--- src/rtl/cpu_pkg.sv ---
// Shared definitions for the fetch unit: widths, instruction field layout, FSM states.
package cpu_pkg;

  localparam int PC_W_DEF = 6;
  localparam int INSTR_W  = 10;

  localparam int OPC_HI = 9;
  localparam int OPC_LO = 6;
  localparam int RD_HI  = 5;
  localparam int RD_LO  = 3;
  localparam int IMM_HI = 2;
  localparam int IMM_LO = 0;

  typedef enum logic [1:0] {
    ST_FETCH = 2'd0,
    ST_WAIT  = 2'd1,
    ST_EXEC  = 2'd2
  } fetchState_e;

endpackage

--- src/rtl/fetch_unit_if.sv ---
// Instruction-memory read channel between the fetch unit (master) and memory (slave).
interface fetch_unit_if import cpu_pkg::*; #(
  parameter int PC_W = PC_W_DEF
) ();

  logic               imem_req;
  logic [PC_W-1:0]    imem_addr;
  logic               imem_ack;
  logic [INSTR_W-1:0] imem_rdata;

  modport master (
    output imem_req,
    output imem_addr,
    input  imem_ack,
    input  imem_rdata
  );

  modport slave (
    input  imem_req,
    input  imem_addr,
    output imem_ack,
    output imem_rdata
  );

endinterface

--- src/rtl/fetch_unit_pc_reg.sv ---
// Program counter: load has priority over increment; increment wraps modulo 2^PC_W.
module pc_reg import cpu_pkg::*; #(
  parameter int PC_W = PC_W_DEF
) (
  input  logic            clk,
  input  logic            rst_n,
  input  logic            load,
  input  logic            inc,
  input  logic [PC_W-1:0] load_val,
  output logic [PC_W-1:0] pc
);

  logic [PC_W-1:0] pc_d;
  logic [PC_W-1:0] pc_q;

  // Select the next program counter: jump target, sequential successor, or hold.
  always_comb begin
    pc_d = pc_q;
    if (load) begin
      pc_d = load_val;
    end else if (inc) begin
      pc_d = pc_q + PC_W'(1);
    end
  end

  // Program counter register, cleared asynchronously by reset.
  always_ff @(posedge clk or negedge rst_n) begin
    if (!rst_n) begin
      pc_q <= '0;
    end else begin
      pc_q <= pc_d;
    end
  end

  assign pc = pc_q;

endmodule

--- src/rtl/fetch_unit.sv ---
// Fetch unit: FETCH/WAIT/EXEC sequencer, instruction register and program counter.
module fetch_unit import cpu_pkg::*; #(
  parameter int PC_W = PC_W_DEF
) (
  input  logic            clk,
  input  logic            rst_n,
  fetch_unit_if.master    imem,
  input  logic            stall,
  input  logic            jmp_sel,
  output logic [3:0]      opcode,
  output logic [2:0]      rd,
  output logic [2:0]      imm,
  output logic            exec_valid,
  output logic [PC_W-1:0] pc
);

  fetchState_e        state_q;
  fetchState_e        state_d;
  logic [INSTR_W-1:0] ir_q;
  logic [INSTR_W-1:0] ir_d;
  logic               irLoad;
  logic               pcLoad;
  logic               pcInc;
  logic               reqOut;
  logic               execOut;
  logic [5:0]         jmpTarget;
  logic [PC_W-1:0]    pcLoadVal;
  logic [PC_W-1:0]    pcValue;

  // State register; reset aborts any instruction in flight and restarts in FETCH.
  always_ff @(posedge clk or negedge rst_n) begin
    if (!rst_n) begin
      state_q <= ST_FETCH;
    end else begin
      state_q <= state_d;
    end
  end

  // Next-state logic; an ack outside WAIT has no effect on sequencing.
  always_comb begin
    state_d = state_q;
    case (state_q)
      ST_FETCH: state_d = ST_WAIT;
      ST_WAIT:  if (imem.imem_ack) state_d = ST_WAIT == ST_WAIT ? ST_EXEC : ST_WAIT;
      ST_EXEC:  if (!stall) state_d = ST_FETCH;
      default:  state_d = ST_FETCH;
    endcase
  end

  // Per-state outputs; the request is masked while reset is held so it stays low.
  always_comb begin
    reqOut  = 1'b0;
    execOut = 1'b0;
    irLoad  = 1'b0;
    pcLoad  = 1'b0;
    pcInc   = 1'b0;
    case (state_q)
      ST_FETCH: reqOut = rst_n;
      ST_WAIT: begin
        reqOut = rst_n;
        irLoad = imem.imem_ack;
      end
      ST_EXEC: begin
        execOut = 1'b1;
        pcLoad  = !stall && jmp_sel;
        pcInc   = !stall && !jmp_sel;
      end
      default: ;
    endcase
  end

  // Instruction register next value: capture only on an ack seen in WAIT.
  always_comb begin
    ir_d = ir_q;
    if (irLoad) begin
      ir_d = imem.imem_rdata;
    end
  end

  // Instruction register; fields feed the control unit straight from flops.
  always_ff @(posedge clk or negedge rst_n) begin
    if (!rst_n) begin
      ir_q <= '0;
    end else begin
      ir_q <= ir_d;
    end
  end

  assign opcode = ir_q[OPC_HI:OPC_LO];
  assign rd     = ir_q[RD_HI:RD_LO];
  assign imm    = ir_q[IMM_HI:IMM_LO];

  assign jmpTarget = {rd, imm};
  assign pcLoadVal = PC_W'(jmpTarget);

  pc_reg #(
    .PC_W(PC_W)
  ) u_pc_reg (
    .clk     (clk),
    .rst_n   (rst_n),
    .load    (pcLoad),
    .inc     (pcInc),
    .load_val(pcLoadVal),
    .pc      (pcValue)
  );

  assign pc             = pcValue;
  assign exec_valid     = execOut;
  assign imem.imem_req  = reqOut;
  assign imem.imem_addr = pcValue;

endmodule

--- src/flat_wrapper.sv ---
// flat-port wrapper written by rule: the top's interface ports become plain ports
module fetch_unit_flat import cpu_pkg::*;
#(
  parameter int PC_W = PC_W_DEF
)
  (clk, rst_n, stall, jmp_sel, opcode, rd, imm, exec_valid, pc, imem_imem_req, imem_imem_addr, imem_imem_ack, imem_imem_rdata);
  fetch_unit_if #(.PC_W(PC_W)) imem_i ();
  input  logic clk;
  input  logic rst_n;
  input  logic stall;
  input  logic jmp_sel;
  output logic [3:0] opcode;
  output logic [2:0] rd;
  output logic [2:0] imm;
  output logic exec_valid;
  output logic [PC_W-1:0] pc;
  output wire logic [$bits(imem_i.imem_req)-1:0] imem_imem_req;
  output wire logic [$bits(imem_i.imem_addr)-1:0] imem_imem_addr;
  input wire logic [$bits(imem_i.imem_ack)-1:0] imem_imem_ack;
  input wire logic [$bits(imem_i.imem_rdata)-1:0] imem_imem_rdata;
  assign imem_imem_req = imem_i.imem_req;
  assign imem_imem_addr = imem_i.imem_addr;
  assign imem_i.imem_ack = imem_imem_ack;
  assign imem_i.imem_rdata = imem_imem_rdata;
  fetch_unit #(.PC_W(PC_W)) u_core (.clk(clk), .rst_n(rst_n), .imem(imem_i), .stall(stall), .jmp_sel(jmp_sel), .opcode(opcode), .rd(rd), .imm(imm), .exec_valid(exec_valid), .pc(pc));
endmodule
--- config.mk ---
export PLATFORM = sky130hd
export DESIGN_NAME = fetch_unit_flat
export DESIGN_NICKNAME = d
export VERILOG_FILES = /design/src/rtl/cpu_pkg.sv /design/src/rtl/fetch_unit_if.sv /design/src/rtl/fetch_unit_pc_reg.sv /design/src/rtl/fetch_unit.sv /design/src/flat_wrapper.sv
export SDC_FILE = /design/constraint.sdc
export NUM_CORES = 1
export LEC_CHECK = 0
export CORE_MARGIN = 8
export CORE_UTILIZATION = 36
export DETAILED_ROUTE_END_ITERATION = 8
export GPL_ROUTABILITY_DRIVEN = 0
export PLACE_DENSITY = 0.7
export RECOVER_POWER = 100
export SYNTH_ARGS = -nofsm -noshare
export SYNTH_HDL_FRONTEND = slang
export SYNTH_SLANG_ARGS = --single-unit
--- constraint.sdc ---
create_clock -name clk -period 3.3 [get_ports clk]
set_input_delay 0.33 -clock clk [delete_from_list [all_inputs] [get_ports clk]]
set_output_delay 0.33 -clock clk [all_outputs]
set_load 0.01 [all_outputs]
==> metrics.json <==
{
  "run_status": {
    "outcome": "finished clean"
  },
  "global_routing": {
    "grt_total_usage": 0.0975,
    "global_route_wire_length_before_repair_mm": 3.42,
    "antenna_found_initial": 0,
    "maximum_number_of_pins_on_one_net_before_global_route_repair": 20,
    "overflow_after_grt": 0,
    "via_count_of_the_first_global_routing_pass": 725
  },
  "finish": {
    "post_layout_utilization_of_the_core": 0.521,
    "final.fill_count": 230,
    "layoutNonFillerInstCount": 140,
    "max_ffs_per_register": 10,
    "fin_nets": 127,
    "post_route_cells_drive_above_1_share": 0.0545,
    "antenna_cells": 0,
    "area_delta_synth_final_pct": 39.0
  },
  "power_and_ir_drop": {
    "vdd.ir_drop.worst_uv": 434,
    "power_w": 0.00104,
    "pwr_density_cell_nw_per_um2": 814,
    "leak_pwr_nw": 0.560
  },
  "clock_network": {
    "htree_levels": 1,
    "clk_transition_reported_paths_ns": 0.10,
    "post-cts-setup-buffers": 0,
    "post_cts.resized_instances": 0,
    "clock_insertion_delay_worst_skew_ns": 0.28,
    "cts_num_sinks": 18,
    "tritoncts_clock_tree": "done",
    "cts_hold_buf": 0,
    "number_of_buffers_on_the_longest_clock_path": 2,
    "cts_made_buffers": 3,
    "root_buffer": "sky130_fd_sc_hd__clkbuf_4"
  },
  "placed_design": {
    "place_ws_ns": 1.20,
    "post-place-cells": 136,
    "final_hpwl_from_detailed_placement_mm": 1.68,
    "io_buffer_count": 38
  },
  "setup_path": {
    "setup.worst_path.start_class": "input port",
    "worstSetupEndpointType": "primary output",
    "r2r-start": "u_core.state_q[1]",
    "setup.worst_path.start": "rst_n",
    "cp_data_required_time_ns": 2.97,
    "endpoint": "imem_imem_req",
    "worst_path_max_delay_cell": "sky130_fd_sc_hd__dlygate4sd3_1",
    "critical_path.max_fanout": 19,
    "ff2ff_setup_slack_ns": 1.32,
    "r2r.worst_path.cells": 3,
    "cpMostUsedCell": "sky130_fd_sc_hd__dlygate4sd3_1",
    "timing.critical_path.slowest_cell_delay_ns": 0.61,
    "cp_cell_sequence": "dlygate4sd3_1, buf_4, nor2b_1, dlygate4sd3_1",
    "worst-endpoint-arrival_ns": 1.87,
    "worstSetupPathType": "input port to primary output",
    "r2r_end": "u_core.u_pc_reg.pc[5]"
  },
  "timing": {
    "slew_headroom": 0.230,
    "fmax_mhz": 455,
    "report.final.slew_viol_count": 0,
    "hold_viol_final": 0,
    "finalClockSkew_ns": 0.00309,
    "worst_slack_ns": 1.10,
    "rsz0062_at_grt": "no",
    "final.setup.tns_ns": 0,
    "fraction_of_the_cycle_the_final_worst_path_needs": 0.667,
    "tightestPinTransition_ns": 1.15,
    "period_minus_slack_ns": 2.20,
    "setup_viol": 0
  },
  "die": {
    "floorplan.initialDensity": 0.375,
    "die_w_um": 66.5,
    "row_count": 18,
    "fp.dieH_um": 66.5,
    "core-area_um2": 2450,
    "total_die_area_um2": 4430,
    "pin_count": 39
  },
  "synthesis": {
    "syn-cell-area_um2": 920,
    "synth_cells": 76,
    "post_synth_xor_area_fraction": 0,
    "simple_gate_area_share_of_the_yosys_netlist": 0.144,
    "most_common_cell_in_the_synthesized_netlist": "sky130_fd_sc_hd__dfrtp_1",
    "synthAdderAreaFrac": 0.0136,
    "postSynthNetCount": 92,
    "ys_ff_latch": 18,
    "synth.area.top_cells": "sky130_fd_sc_hd__dfrtp_1 (49%), sky130_fd_sc_hd__mux2_4 (15%), sky130_fd_sc_hd__buf_4 (6.5%), sky130_fd_sc_hd__a21oi_1 (3.8%), sky130_fd_sc_hd__mux2i_1 (3.3%)",
    "dominant_combinational_cell_family_by_area_after_synthesis": "multiplexers",
    "netlist.top_cell.by_area": "sky130_fd_sc_hd__dfrtp_1",
    "yosysUniqueCellTypes": 26,
    "postSynthAreaPerCell_um2": 12.1,
    "synth.top_cell.area_share": 0.490,
    "yosys_warnings": 0,
    "yosys-top-cells-count": "sky130_fd_sc_hd__dfrtp_1 (18), sky130_fd_sc_hd__mux2_4 (9), sky130_fd_sc_hd__buf_4 (8)",
    "ys.flop_type": "sky130_fd_sc_hd__dfrtp_1",
    "synth-async-reset-ratio": 1.00,
    "synth-compound-area-share": 0.0830,
    "synth_edf_count": 0,
    "synth_mux_area_frac": 0.192,
    "synth_sequential_area_ratio": 0.490
  },
  "drt": {
    "drt-pass1-iter-count": 2,
    "via_count": 684,
    "drt_iter0_drc": 8,
    "postRouteAntennaNets": 0,
    "detail_route.drc_violations": 0,
    "route.detailed.wl_per_inst_um": 14.7,
    "drt-vias-per-instance": 4.89,
    "finalWirelength_mm": 2.06
  },
  "worst_hold_path": {
    "path_class_of_the_lowest_slack_min_delay_path": "input port to async pin"
  },
  "flow_run": {
    "maxCapViolations": 0
  }
}
==> critical path, delay by kind of cell <==
family,cells,cell delay (ns)
buffers and inverters,3,1.39
and+or+nand+nor,1,0.15
==> power breakdown <==
group / switching, W / leakage, nW / total, W / internal, W
clock network: 0.0000627 / 0.0210 / 0.000130 / 0.0000671
logic: 0.000209 / 0.320 / 0.000489 / 0.000280
registers: 0.000101 / 0.218 / 0.000422 / 0.000321
total: 0.000372 / 0.560 / 0.00104 / 0.000669
==> cells by family (layout without fill, tap and decap cells) <==
kind of cell / count (synthesis) / count (layout)
and+or+nand+nor: 20 / 20
DFF: 18 / 18
muxes: 13 / 13
AOI/OAI and AO/OA: 13 / 13
adders and majority gates: 1 / 1
buffers and inverters: 11 / 45
==> cells in the final DEF (no fill, tap or decap), drive strengths merged <==
master and count:
nand4bb 2, nand3 1, and2 1, mux2 10
clkdlybuf4s50 11, buf 1, nor3b 1, or2 1
nand2 2, nand3b 1, nor2b 2, nor2 4
inv 2, mux2i 3, a311oi 1, o22ai 4
nor3 1, dlygate4sd3 27, a21o 1, nor4b 1
nand4 1, dfrtp 18, and3 1, a21oi 7
ha 1, clkbuf 4, nand2b 1
==> layout make-up <==
type	instances	area, um^2	area share
clock buffer	4	36.3	0.0284
inverter	2	7.51	0.00587
multi-input combinational	47	359	0.281
sequential	18	450	0.352
tap	30	37.5	0.0294
timing repair buffer	39	388	0.303
==> metrics by stage <==
step,cell area (um^2),hold slack (ns)
after detailed placement,1280,0.487
final,1280,0.439
after global routing,1280,0.455
after global placement,1280,0.480
after CTS,1320,0.374
after floorplan,920,0.0344
==> worst min-delay path by stage <==
stage	startpoint	to	slack, ns	cells past startpoint
6_report	rst_n	u_core.ir_q[8]	0.44	2
3_3_place_gp	u_core.ir_q[9]	u_core.ir_q[9]	0.48	1
3_5_place_dp	u_core.ir_q[9]	u_core.ir_q[9]	0.49	1
2_1_floorplan	rst_n	u_core.ir_q[0]	0.03	0
5_1_grt	rst_n	u_core.ir_q[8]	0.46	2
4_1_cts	rst_n	u_core.ir_q[8]	0.37	2
==> routing by layer <==
layer	wire, um	track usage	part of all wire	up-vias
li1	-	-	-	336
met1	895	0.116	0.43	321
met2	932	0.148	0.45	25
met3	217	0.0453	0.11	2
met4	19	0.0400	0.0092	0
met5	0	0	0	-
Power figures use the tool's default switching activity.
